==> src/rtl/riscv_pipe_pkg.sv <==
// Shared types for the Memory->Writeback elastic pipeline register:
// the packed M/W payload and the buffer occupancy states.
package riscv_pipe_pkg;

    localparam int MW_DATA_WIDTH     = 32;
    localparam int MW_REG_ADDR_WIDTH = 5;

    typedef struct packed {
        logic                         reg_write;
        logic [1:0]                   result_src;
        logic [MW_DATA_WIDTH-1:0]     alu_result;
        logic [MW_DATA_WIDTH-1:0]     read_data;
        logic [MW_DATA_WIDTH-1:0]     pc_plus4;
        logic [MW_REG_ADDR_WIDTH-1:0] rd;
    } mw_payload_t;

    typedef enum logic [1:0] {
        EMPTY = 2'd0,
        MAIN  = 2'd1,
        SKID  = 2'd2
    } buf_state_t;

endpackage

==> src/rtl/pipe_skid_buf.sv <==
// Generic valid/ready buffer: main register plus optional skid register.
// PIPEREG_MW_SKID_EN adds the skid entry and makes in_ready purely state-derived.
module pipe_skid_buf
    import riscv_pipe_pkg::*;
#(
    parameter int WIDTH = 8
) (
    input  logic             clk,
    input  logic             rst_n,
    input  logic             clr,
    input  logic             in_valid,
    output logic             in_ready,
    input  logic [WIDTH-1:0] in_data,
    output logic             out_valid,
    input  logic             out_ready,
    output logic [WIDTH-1:0] out_data
);

    buf_state_t       state_q, state_d;
    logic [WIDTH-1:0] main_q,  main_d;
`ifdef PIPEREG_MW_SKID_EN
    logic [WIDTH-1:0] skid_q,  skid_d;
`endif

    logic in_fire;
    logic out_fire;

    assign out_valid = (state_q != EMPTY);
    assign out_data  = main_q;
    assign in_fire   = in_valid && in_ready;
    assign out_fire  = out_valid && out_ready;

`ifdef PIPEREG_MW_SKID_EN
    assign in_ready = rst_n && (state_q != SKID);
`else
    // Without a skid entry we may only accept when the head is leaving.
    assign in_ready = rst_n && (out_ready || !out_valid);
`endif

    always_comb begin
        state_d = state_q;
        main_d  = main_q;
`ifdef PIPEREG_MW_SKID_EN
        skid_d  = skid_q;
`endif
        if (clr) begin
            state_d = EMPTY;
        end else begin
            case (state_q)
                EMPTY: begin
                    if (in_fire) begin
                        state_d = MAIN;
                        main_d  = in_data;
                    end
                end
                MAIN: begin
`ifdef PIPEREG_MW_SKID_EN
                    if (in_fire && out_fire) begin
                        main_d = in_data;
                    end else if (in_fire) begin
                        state_d = SKID;
                        skid_d  = in_data;
                    end else if (out_fire) begin
                        state_d = EMPTY;
                    end
`else
                    if (in_fire) begin
                        main_d = in_data;
                    end else if (out_fire) begin
                        state_d = EMPTY;
                    end
`endif
                end
`ifdef PIPEREG_MW_SKID_EN
                SKID: begin
                    if (out_fire) begin
                        state_d = MAIN;
                        main_d  = skid_q;
                    end
                end
`endif
                default: state_d = EMPTY;
            endcase
        end
    end

    always_ff @(posedge clk) begin
        if (!rst_n) begin
            state_q <= EMPTY;
            main_q  <= '0;
`ifdef PIPEREG_MW_SKID_EN
            skid_q  <= '0;
`endif
        end else begin
            state_q <= state_d;
            main_q  <= main_d;
`ifdef PIPEREG_MW_SKID_EN
            skid_q  <= skid_d;
`endif
        end
    end

endmodule

==> src/rtl/pipereg_mw_elastic.sv <==
// Memory->Writeback elastic pipeline register with valid/ready handshake.
// Define PIPEREG_MW_SKID_EN to build with the skid register (registered ready_m).
module pipereg_mw_elastic
    import riscv_pipe_pkg::*;
#(
    parameter int DATA_WIDTH     = MW_DATA_WIDTH,
    parameter int REG_ADDR_WIDTH = MW_REG_ADDR_WIDTH
) (
    input  logic                      clk,
    input  logic                      rst_n,
    input  logic                      clr,
    input  logic                      valid_m,
    output logic                      ready_m,
    input  logic                      RegWriteM,
    input  logic [1:0]                ResultSrcM,
    input  logic [DATA_WIDTH-1:0]     ALUResultM,
    input  logic [DATA_WIDTH-1:0]     ReadDataM,
    input  logic [DATA_WIDTH-1:0]     PCPlus4M,
    input  logic [REG_ADDR_WIDTH-1:0] RDM,
    output logic                      valid_w,
    input  logic                      ready_w,
    output logic                      RegWriteW,
    output logic [1:0]                ResultSrcW,
    output logic [DATA_WIDTH-1:0]     ALUResultW,
    output logic [DATA_WIDTH-1:0]     ReadDataW,
    output logic [DATA_WIDTH-1:0]     PCPlus4W,
    output logic [REG_ADDR_WIDTH-1:0] RDW
);

    // The payload struct is fixed-width, so the parameters must agree with it.
    if (DATA_WIDTH != MW_DATA_WIDTH || REG_ADDR_WIDTH != MW_REG_ADDR_WIDTH) begin : g_width_check
        $error("pipereg_mw_elastic: widths must match riscv_pipe_pkg payload");
    end

    mw_payload_t m_pl;
    mw_payload_t w_pl;

    assign m_pl.reg_write  = RegWriteM;
    assign m_pl.result_src = ResultSrcM;
    assign m_pl.alu_result = ALUResultM;
    assign m_pl.read_data  = ReadDataM;
    assign m_pl.pc_plus4   = PCPlus4M;
    assign m_pl.rd         = RDM;

    pipe_skid_buf #(
        .WIDTH($bits(mw_payload_t))
    ) u_buf (
        .clk       (clk),
        .rst_n     (rst_n),
        .clr       (clr),
        .in_valid  (valid_m),
        .in_ready  (ready_m),
        .in_data   (m_pl),
        .out_valid (valid_w),
        .out_ready (ready_w),
        .out_data  (w_pl)
    );

    // A bubble must never write the register file, even though data is held.
    assign RegWriteW  = valid_w && w_pl.reg_write;
    assign ResultSrcW = w_pl.result_src;
    assign ALUResultW = w_pl.alu_result;
    assign ReadDataW  = w_pl.read_data;
    assign PCPlus4W   = w_pl.pc_plus4;
    assign RDW        = w_pl.rd;

endmodule

==> config.mk <==
export PLATFORM = sky130hd
export DESIGN_NAME = pipereg_mw_elastic
export DESIGN_NICKNAME = d
export VERILOG_FILES = /design/src/rtl/riscv_pipe_pkg.sv /design/src/rtl/pipe_skid_buf.sv /design/src/rtl/pipereg_mw_elastic.sv
export SDC_FILE = /design/constraint.sdc
export NUM_CORES = 1
export LEC_CHECK = 0
export CORE_UTILIZATION = 63
export CTS_CLUSTER_SIZE = 16
export DETAILED_ROUTE_END_ITERATION = 16
export DONT_BUFFER_PORTS = 1
export PLACE_DENSITY = 0.77
export SYNTH_ARGS = -nofsm -noshare
export SYNTH_HDL_FRONTEND = slang
export SYNTH_SLANG_ARGS = --single-unit
==> constraint.sdc <==
create_clock -name clk -period 1.98 [get_ports clk]
set_input_delay 0.594 -clock clk [delete_from_list [all_inputs] [get_ports clk]]
set_output_delay 0.594 -clock clk [all_outputs]
set_load 0.02 [all_outputs]
==> results of run 1 <==
logic make-up (layout without fill, tap and decap cells):
family / after synthesis / in the layout / share of synthesized area, %
buffers and inverters: 150 / 26 / 21.18
AND/OR/NAND/NOR: 215 / 215 / 19.89
AO/OA/AOI/OAI: 104 / 104 / 15.43
flip-flops: 105 / 105 / 43.50
report_power, final:
group / total, W / internal [W] / switching (W)
Sequential: 0.00245 / 0.00223 / 0.000221
Clock: 0.00126 / 0.000508 / 0.000754
Combinational: 0.000236 / 0.0000939 / 0.000142
Total: 0.00395 / 0.00283 / 0.00112
per-layer routing:
metal | wire, um | global-route usage, % | vias to the layer above
met3 | 948 | 7.404 | 19
li1 | - | - | 1550
met4 | 174 | 9.812 | 0
met2 | 4376 | 35.19 | 160
met5 | 0 | 0 | -
met1 | 3664 | 23.91 | 1448
critical path, stage by stage (launching register included):
cell      delay, ps
dfxtp_1         530
nand2b_4        110
and2_1          250
layout by cell type, fill, tap and decap left out:
cell type   count
nand2_1       104
and3b_4         1
o21ai_2        60
nor3b_1         1
clkbuf_8       10
nand2b_4        1
nor2b_1         1
inv_8           1
inv_6           2
and2_4          1
buf_4           6
o21ai_0        44
buf_12          4
nand3_1       104
clkinvlp_4      2
clkinv_2        1
and2_1          2
dfxtp_1       105
worst min path at each step:
stage,start,endpoint,slack (ps),cells after the start
floorplan,u_buf.out_data[103],u_buf.out_data[103],430,2
global placement,u_buf.out_data[103],u_buf.out_data[103],440,2
detailed placement,u_buf.out_data[103],u_buf.out_data[103],460,2
CTS,clr,u_buf.state_q[0],270,1
global route,clr,u_buf.state_q[0],280,1
finish,clr,u_buf.state_q[0],300,1
synthesized netlist by cell type (2+ instances only):
library cell | count | area share (%)
dfxtp_1 | 105 | 44
nand3_1 | 104 | 11
buf_2 | 2 | 0.21
and2_1 | 2 | 0.26
buf_6 | 9 | 2.1
o21ai_0 | 44 | 4.6
buf_4 | 104 | 16
clkbuf_1 | 35 | 2.7
o21ai_2 | 60 | 11
nand2_1 | 104 | 8.1
state kept, by name, summed over array words and instances, names as in the netlist:
name and cells:
u_buf.state_q 1, u_buf.out_data 104
area by class of cell:
class	instances	area [sq um]	share of cell area [%]
Tap cell	99	123.9	2.911
Multi-Input combinational cell	319	1718	40.37
Timing Repair Buffer	10	125.1	2.940
Clock buffer	10	137.6	3.234
Clock inverter	6	48.80	1.147
Sequential cell	105	2102	49.40
metrics by stage:
| step | power, W | worst slack [ps] | util [%] | hold WS, ps | instances |
|---|---|---|---|---|---|
| 2_1_floorplan | 0.002858 | 50.50 | - | 431.4 | 574 |
| 4_1_cts | 0.003981 | 116.2 | 58.05 | 274.8 | 549 |
| 3_3_place_gp | 0.002723 | 373.3 | 55.50 | 443.4 | 533 |
| 6_report | 0.003948 | 151.0 | 58.05 | 298.6 | 549 |
| 3_5_place_dp | 0.002738 | 317.0 | 55.50 | 464.2 | 533 |
| 5_1_grt | 0.004109 | 82.76 | 58.05 | 277.3 | 549 |
==> summary.md, run 1 <==
| Metric | Value |
|---|---|
| CP Capture Type | `output pin` |
| Slew @ Worst Pin | `522.5 ps` |
| Yosys warns | `0` |
| Worst R2R Start | `u_buf.state_q[0]` |
| Critical path type | `register to output pin` |
| Synthesized flop and latch total | `between 100 and 150` |
| Post-synth EDFFs | `0` |
| Root buf cell | `clkbuf_8` |
| Initial core utilization | `65.92%` |
| Synthesized area per cell | `between 8 and 9 sq um` |
| Fin area | `0.004255 sq mm` |
| Total GRT Usage | `a little over a fifth` |
| Vias per Instance | `5.787` |
| Fmax | `546.8 MHz` |
| Fillcell total | `660` |
| Die area | `0.008025 sq mm` |
| CTS tree | `done` |
| Vias in the first global route | `approximately 2.8k` |
| Skew-Pair Late Insertion Delay | `360 ps` |
| Final setup fails | `0` |
| Layout cells sized above 1 | `19.78%` |
| Final ANT Viol Nets | `0` |
| CTS buffer count | `9` |
| DR vias | `3,177` |
| First-pass GRT wire length | `roughly 13,000 um` |
| Static Leakage | `between 1 and 1.5 nW` |
| Slew margin rel. | `about two thirds` |
| R2R Setup Slk | `roughly 600 ps` |
| Port bufs | `0` |
| RSZ-0062 raised after global routing | `false` |
| Setup crit end | `ready_m` |
| Nature of the critical path startpoint | `register` |
| Die extent in y | `89.58 um` |
| Final worst path period need | `~1800 ps` |
| Largest net degree at the start of global routing | `108` |
| Post-Route Setup TNS | `0 ps` |
| Routability cong. | `approximately 0.73` |
| Clock skew | `between 10 and 15 ps` |
| # diodes | `0` |
| Power Dens Cells | `around 930 mW/mm^2` |
| DPL Wire Length | `approximately 6200 um` |
| Ports | `around 220` |
| Crit path from | `u_buf.state_q[0]` |
| Area grow syn2layout | `-11.94%` |
| Clock Tree Buf Depth | `2` |
| Drt wl/cell | `roughly 17 um` |
| Drc violations | `0` |
| GR Overflow Total | `0` |
| Final Slew Violations | `0` |
| Worst Hold Class | `primary input to register` |
| Post-cts resize count | `0` |
| Data arrival, critical path | `approximately 1200 ps` |
| Placed Instance Area | `between 0.004 and 0.005 sq mm` |
| Core area | `0.007331 sq mm` |
| FP Rows | `31` |
| Critical Path RT | `between 1000 and 1500 ps` |
| Layout net count | `about 550` |
| Cell Area, Synth | `between 0.004 and 0.005 sq mm` |
| Maximum vdd ir drop | `around 0.00043 V` |
| Post-CTS setup buffer count | `0` |
| Die X | `roughly 90 um` |
| Outcome | `completed` |
| Clock sink total | `105` |
| Ys async rst share | `0%` |
| Pre-Repair DR Iteration Count | `4` |
| Mapped Cells | `roughly 570` |
| Routed WL | `between 9000 and 10,000 um` |
| Clock slew seen by the registers of the worst setup and hold paths | `roughly 100 ps` |
| Syn nets | `approximately 680` |
| Top fanout value on the critical path | `5` |
| Antenna violations before repair | `0` |
| Worst r2r dst | `u_buf.out_data[23]` |
| Final period utilization | `92.37%` |
| Violation count after the first detailed-routing iteration | `~180` |
| Max-cap violations | `0` |
| Final Hold Fails | `0` |
| Post-CTS Hold Fix Bufs | `0` |
| Predominant post-synthesis flop cell | `dfxtp_1` |
| Seq/Total Area, Yosys | `a little over two fifths` |
| H-Tree Depth | `3` |
| Unique cell type count in the Yosys netlist | `15` |
| Worst R2R Path Depth | `4` |
(Power assumes the default switching activity.)
==> run 2, diff against run 1 <==
--- a/config.mk
+++ b/config.mk
@@ -5,11 +5,13 @@
 export SDC_FILE = /design/constraint.sdc
 export NUM_CORES = 1
 export LEC_CHECK = 0
-export CORE_UTILIZATION = 63
+export CORE_UTILIZATION = 56
 export CTS_CLUSTER_SIZE = 16
 export DETAILED_ROUTE_END_ITERATION = 16
 export DONT_BUFFER_PORTS = 1
-export PLACE_DENSITY = 0.77
+export GPL_ROUTABILITY_DRIVEN = 0
+export PLACE_DENSITY = 0.72
 export SYNTH_ARGS = -nofsm -noshare
 export SYNTH_HDL_FRONTEND = slang
+export SYNTH_HIERARCHICAL = 1
 export SYNTH_SLANG_ARGS = --single-unit
==> constraint.sdc (replaced) <==
create_clock -name clk -period 1.6 [get_ports clk]
set_input_delay 0.48 -clock clk [delete_from_list [all_inputs] [get_ports clk]]
set_output_delay 0.48 -clock clk [all_outputs]
set_load 0.02 [all_outputs]
==> summary.md, run 2 <==
| Metric | Value |
|---|---|
| Clock slew seen by the registers of the worst setup and hold paths | `90 ps (was 100 ps)` |
| Die area | `0.007599 sq mm (was 0.008025 sq mm)` |
| Pre-Repair DR Iteration Count | `5 (was 4)` |
| Commonest cells in the netlist | `105 x dfxtp_1, 104 x nand2_1, 104 x nand3_1, 60 x o21ai_2, 44 x o21ai_0 (was 105 x dfxtp_1, 104 x buf_4, 104 x nand2_1, 104 x nand3_1, 60 x o21ai_2)` |
| Antenna violations before repair | `0 (unchanged)` |
| Die X | `87.18 um (was 89.58 um)` |
| Final setup fails | `0 (unchanged)` |
| Max reg flops | `104 (unchanged)` |
| RSZ-0062 raised after global routing | `false (unchanged)` |
| Top cell type's share of synthesized area | `51.74% (was 43.50%)` |
| FP Rows | `30 (was 31)` |
| Clock Tree Buf Depth | `2 (unchanged)` |
| Nature of the critical path startpoint | `register (unchanged)` |
| # diodes | `0 (unchanged)` |
| Clock sink total | `105 (unchanged)` |
| Top fanout value on the critical path | `2 (was 5)` |
| Placed Instance Area | `0.004123 sq mm (was 0.004069 sq mm)` |
| Worst Hold Class | `primary input to register (unchanged)` |
| Final Non-Filler Cells | `550 (was 549)` |
| Drt wl/cell | `17.29 um (was 16.69 um)` |
| Data arrival, critical path | `1040 ps (was 1230 ps)` |
| Mapped Cells | `471 (was 574)` |
| Largest net degree at the start of global routing | `108 (unchanged)` |
| Clock skew | `8.258 ps (was 10.31 ps)` |
| Slew @ Worst Pin | `443.8 ps (was 522.5 ps)` |
| DPL Wire Length | `6501 um (was 6247 um)` |
| Root buf cell | `clkbuf_8 (unchanged)` |
| Vias per Instance | `5.815 (was 5.787)` |
| Yosys warns | `6 (was 0)` |
| Final period utilization | `a little over nine tenths` |
| Routed met2 length | `4570 um (was 4376 um)` |
| Post-CTS Hold Fix Bufs | `0 (unchanged)` |
| Routed WL | `9509 um (was 9164 um)` |
| Drc violations | `0 (unchanged)` |
| Synth Area in XOR/XNOR | `0% (unchanged)` |
| Fin area | `0.004323 sq mm (was 0.004255 sq mm)` |
| Syn nets | `580 (was 683)` |
| DR vias | `3,198 (was 3,177)` |
| Port bufs | `0 (unchanged)` |
| Final ANT Viol Nets | `0 (unchanged)` |
| Layout cells sized above 1 | `20.93% (was 19.78%)` |
| Static Leakage | `1.525 nW (was 1.490 nW)` |
| Synthesized area per cell | `8.626 sq um (was 8.418 sq um)` |
| Area grow syn2layout | `6.406% (was -11.94%)` |
| Synth top area cells | `dfxtp_1 52%, o21ai_2 13%, nand3_1 13% (was dfxtp_1 44%, buf_4 16%, o21ai_2 11%)` |
| Outcome | `completed (unchanged)` |
| Multiplexer area fraction after synthesis | `0% (unchanged)` |
| First-pass GRT wire length | `13,970 um (was 12,940 um)` |
| Adder-Cell Fraction of Synth Area | `0% (unchanged)` |
| Post-Route Setup TNS | `0 ps (unchanged)` |
| Simple-gate area share of the yosys netlist | `23.65% (was 19.89%)` |
| Core area | `0.006907 sq mm (was 0.007331 sq mm)` |
| Final Hold Fails | `0 (unchanged)` |
| Metal-1 WL | `3741 um (was 3664 um)` |
| Seq/Total Area, Yosys | `51.74% (was 43.50%)` |
| Critical Path RT | `1120 ps (was 1390 ps)` |
| Fillcell total | `619 (was 660)` |
| Ys async rst share | `0% (unchanged)` |
| CTS tree | `done (unchanged)` |
| Slew margin rel. | `70.42% (was 65.16%)` |
| Fmax | `between 600 and 700 MHz` |
| Top-count cell post-synth | `dfxtp_1 (unchanged)` |
| Total GRT Usage | `23.63% (was 20.96%)` |
| Power Total | `0.004935 W (was 0.003948 W)` |
| Die extent in y | `87.18 um (was 89.58 um)` |
| Unique cell type count in the Yosys netlist | `15 (unchanged)` |
| Post-synth EDFFs | `0 (unchanged)` |
| Top routing layer in use | `met4 (unchanged)` |
| Violation count after the first detailed-routing iteration | `150 (was 182)` |
| Final worst path period need | `1521 ps` |
| Final Slew Violations | `0 (unchanged)` |
| CP Capture Type | `output pin (unchanged)` |
| Max-cap violations | `0 (unchanged)` |
| Main combinational cell family by area after synthesis | `simple AND/OR/NAND/NOR gates (was buffers and inverters)` |
| Synthesized flop and latch total | `105 (unchanged)` |
| Predominant post-synthesis flop cell | `dfxtp_1 (unchanged)` |
| Most frequent cells in the layout | `104 x nand2_1, 104 x nand3_1, 104 x dfxtp_1 (was 105 x dfxtp_1, 104 x nand2_1, 104 x nand3_1)` |
| Vias in the first global route | `2,874 (was 2,763)` |
| GR Overflow Total | `0 (unchanged)` |
| Power Dens Cells | `1142 mW/mm^2 (was 927.7 mW/mm^2)` |
| Maximum vdd ir drop | `0.0007277 V (was 0.0004291 V)` |
| Synth area leader | `dfxtp_1 (unchanged)` |
| Cell Area, Synth | `0.004063 sq mm (was 0.004832 sq mm)` |
| Layout net count | `558 (was 554)` |
| Ports | `215 (unchanged)` |
| CTS buffer count | `9 (unchanged)` |
| Met3 wire len | `1040 um (was 948 um)` |
| H-Tree Depth | `3 (unchanged)` |
| Inst Count DP | `534 (was 533)` |
| Skew-Pair Late Insertion Delay | `350 ps (was 360 ps)` |
| Compound-gate portion of the synthesized area | `18.36% (was 15.43%)` |
| Initial core utilization | `58.82% (was 65.92%)` |
| Critical path type | `register to output pin (unchanged)` |
==> run 2: final timing paths <==
check,slack [ps],start,endpoint,depth (start not counted)
max reg2reg,430,u_buf/state_q[0],u_buf/out_data[89],4
min reg2reg,490,u_buf/out_data[103],u_buf/out_data[103],2
max,80,u_buf/state_q[0],RegWriteW,2
min,200,clr,u_buf/state_q[0],1
==> run 2: what timing repair did <==
action	CTS	global route
endpoints found under the setup margin	1	1
gates cloned	0	0
setup buffers	0	0
gates resized for setup	2	1
==> run 2: worst max-delay path, cell delays in order, from the launching register on <==
cell and delay [ps]:
dfxtp_2 360, buf_4 160, and2_4 180
==> run 2: cell type report <==
class                           count  area [sq um]  share of cell area [%]
Sequential cell                   105          2103                   48.65
Tap cell                           96         120.1                   2.779
Clock buffer                       11         141.4                   3.271
Clock inverter                      5         55.05                   1.274
Timing Repair Buffer               14         180.2                   4.168
Multi-Input combinational cell    319          1723                   39.86
==> run 2: through the flow <==
stage | util (%) | setup WS [ps] | hold WS, ps
2_1_floorplan | - | 25.01 | 431.4
3_3_place_gp | 59.69 | 91.28 | 442.0
3_5_place_dp | 59.69 | 80.17 | 479.1
4_1_cts | 62.57 | 9.805 | 172.7
5_1_grt | 62.59 | 32.41 | 172.0
6_report | 62.59 | 78.81 | 198.5
==> run 2: per-layer routing <==
metal	up-vias	GRT usage [%]
met3	17	8.815
met1	1482	27.88
met2	153	39.01
li1	1546	-
met4	0	9.389
met5	-	0
==> run 2: cells by family after synthesis <==
family | after synthesis
AO/OA/AOI/OAI | 104
buffers and inverters | 47
flip-flops | 105
AND/OR/NAND/NOR | 215
==> run 2: report_power, final <==
part	internal [W]	switching (W)
logic	0.000127	0.000183
registers	0.00276	0.000272
clock network	0.000762	0.000833
==> run 3, diff against run 2 <==
--- a/config.mk
+++ b/config.mk
@@ -5,6 +5,7 @@
 export SDC_FILE = /design/constraint.sdc
 export NUM_CORES = 1
 export LEC_CHECK = 0
+export CORE_ASPECT_RATIO = 1.5
 export CORE_UTILIZATION = 56
 export CTS_CLUSTER_SIZE = 16
 export DETAILED_ROUTE_END_ITERATION = 16
==> summary.md, run 3 (synthesized netlist as in run 2, its figures left out) <==
| Metric | Value |
|---|---|
| CTS tree | `done (unchanged)` |
| Slew @ Worst Pin | `374.2 ps (was 443.8 ps)` |
| Data arrival, critical path | `1010 ps (was 1040 ps)` |
| Net Sw Frac | `26.03% (was 26.10%)` |
| Clock sink total | `105 (unchanged)` |
| Met3 Usage GRT | `5.972% (was 8.815%)` |
| Power Total | `0.004874 W (was 0.004935 W)` |
| Placed Instance Area | `0.004030 sq mm (was 0.004123 sq mm)` |
| Routed WL | `9100 um (was 9509 um)` |
| Final setup margin | `108.8 ps (was 78.81 ps)` |
| Final setup fails | `0 (unchanged)` |
| Critical path type | `register to output pin (unchanged)` |
| Maximum vdd ir drop | `0.0006978 V (was 0.0007277 V)` |
| Worst Hold Class | `primary input to register (unchanged)` |
| Switching pwr | `0.001269 W (was 0.001288 W)` |
| Final period utilization | `93.20% (was 95.07%)` |
| Final Slew Violations | `0 (unchanged)` |
| Fin area | `0.004224 sq mm (was 0.004323 sq mm)` |
| # diodes | `0 (unchanged)` |
| Clock network power share | `31.9% (was 32.3%)` |
| Clock Tree Buf Depth | `2 (unchanged)` |
| Register Area | `0.002103 sq mm (unchanged)` |
| Grt met2 use | `37.48% (was 39.01%)` |
| Vias in the first global route | `2,892 (was 2,874)` |
| Drc violations | `0 (unchanged)` |
| Max reg flops | `104 (unchanged)` |
| Pre-Repair DR Iteration Count | `4 (was 5)` |
| RSZ-0062 raised after global routing | `false (unchanged)` |
| Port bufs | `0 (unchanged)` |
| Violation count after the first detailed-routing iteration | `113 (was 150)` |
| Post-CTS setup buffer count | `0 (unchanged)` |
| Power Dens Cells | `1154 mW/mm^2 (was 1142 mW/mm^2)` |
| Static Leakage | `1.496 nW (was 1.525 nW)` |
| Core area | `0.006944 sq mm (was 0.006907 sq mm)` |
| Critical Path, Cell by Cell | `nand2b_4 > and2_4 (was buf_4 > and2_4)` |
| Clock slew seen by the registers of the worst setup and hold paths | `90 ps (about the same)` |
| Drt wl/cell | `17.30 um (was 17.29 um)` |
| Post-Route Setup TNS | `0 ps (unchanged)` |
| Post-cts resize count | `0 (was 2)` |
| Critical Path RT | `1120 ps (about the same)` |
| Fmax | `670.6 MHz (was 657.4 MHz)` |
| Layout cells sized above 1 | `19.64% (was 20.93%)` |
| Layout net count | `552 (was 558)` |
| Met1 Use GR | `28.20% (was 27.88%)` |
| Final ANT Viol Nets | `0 (unchanged)` |
| Total GRT Usage | `23.54% (was 23.63%)` |
| Max-cap violations | `0 (unchanged)` |
| Reg power frac | `62.1% (was 61.4%)` |
| Die X | `71.55 um (was 87.18 um)` |
| Most frequent cells in the layout | `104 x nand2_1, 104 x nand3_1, 104 x dfxtp_1 (unchanged)` |
| Slew margin rel. | `75.05% (was 70.42%)` |
| Final worst path period need | `1491 ps (was 1521 ps)` |
| Largest net degree at the start of global routing | `108 (unchanged)` |
| Slowest-stage cell, CP | `dfxtp_2 (unchanged)` |
| FP Rows | `37 (was 30)` |
| Post-CTS Hold Fix Bufs | `0 (unchanged)` |
| CTS buffer count | `9 (unchanged)` |
| Vias per Instance | `6.004 (was 5.815)` |
| Area grow syn2layout | `3.973% (was 6.406%)` |
| DR vias | `3,158 (was 3,198)` |
| Die area | `0.007606 sq mm (was 0.007599 sq mm)` |
| Pre-CTS setup slack | `47.62 ps (was 80.17 ps)` |
| Clock skew | `8.005 ps (was 8.258 ps)` |
| Fillcell total | `638 (was 619)` |
| Inst Count DP | `510 (was 534)` |
| Internal power | `0.003605 W (was 0.003647 W)` |
| First-pass GRT wire length | `14,150 um (was 13,970 um)` |
| Skew-Pair Late Insertion Delay | `360 ps (was 350 ps)` |
| CP max stage delay | `370 ps (was 360 ps)` |
| Outcome | `completed (unchanged)` |
| CP Capture Type | `output pin (unchanged)` |
| Top fanout value on the critical path | `6 (was 2)` |
| Nature of the critical path startpoint | `register (unchanged)` |
| Antenna violations before repair | `0 (unchanged)` |
| Die extent in y | `106.3 um (was 87.18 um)` |
| Ports | `215 (unchanged)` |
| Final Non-Filler Cells | `526 (was 550)` |
| Final Hold Fails | `0 (unchanged)` |
| DPL Wire Length | `5960 um (was 6501 um)` |
| Comb power frac | `6.0% (was 6.3%)` |
| H-Tree Depth | `3 (unchanged)` |
| Grt peak-use layer | `met2 (unchanged)` |
| Root buf cell | `clkbuf_8 (unchanged)` |
| GR Overflow Total | `0 (unchanged)` |
| Initial core utilization | `58.50% (was 58.82%)` |
| Footprint of the multi-input gates | `0.001720 sq mm (was 0.001723 sq mm)` |
==> run 3: path summary, 6_finish.rpt <==
path | startpoint | to | slack (ps) | cells past startpoint
worst max-delay path | u_buf/state_q[0] | ready_m | 110 | 2
worst min-delay path | clr | u_buf/state_q[0] | 190 | 1
worst max register to register | u_buf/state_q[0] | u_buf/out_data[90] | 390 | 4
worst min register to register | u_buf/out_data[103] | u_buf/out_data[103] | 460 | 2
==> run 3: routing by layer <==
layer / wire, um / vias to the layer above / part of all wire [%]
li1: - / 1545 / -
met1: 3588 / 1418 / 39
met2: 4361 / 167 / 48
met3: 795 / 28 / 8.7
met4: 355 / 0 / 3.9
met5: 0 / - / 0
==> run 3: final cells by class <==
type | count | area share, %
sequential | 105 | 49.79
multi-input combinational | 319 | 40.73
clock buffer | 14 | 4.325
timing repair buffer | 8 | 2.607
tap | 78 | 2.310
clock inverter | 2 | 0.2370
==> run 3: through the flow <==
step           util [%]  hold WS (ps)
2_1_floorplan         -         431.4
3_3_place_gp      58.04         441.1
3_5_place_dp      58.04         456.3
4_1_cts           60.81         175.0
5_1_grt           60.83         174.9
6_report          60.83         186.9
==> run 3: worst max-delay path: cells and delay by family, from the launching register on <==
| family | cells | cell delay, ps |
|---|---|---|
| simple gates | 2 | 300 |
| flops | 1 | 370 |
==> run 3: power groups by stage <==
stage	clock, W	combinational [W]	sequential, W
2_1_floorplan	0	0.000289	0.00306
3_3_place_gp	0	0.000279	0.00309
3_5_place_dp	0	0.000294	0.00309
4_1_cts	0.00159	0.000293	0.00303
5_1_grt	0.00170	0.000328	0.00305
6_report	0.00155	0.000291	0.00303
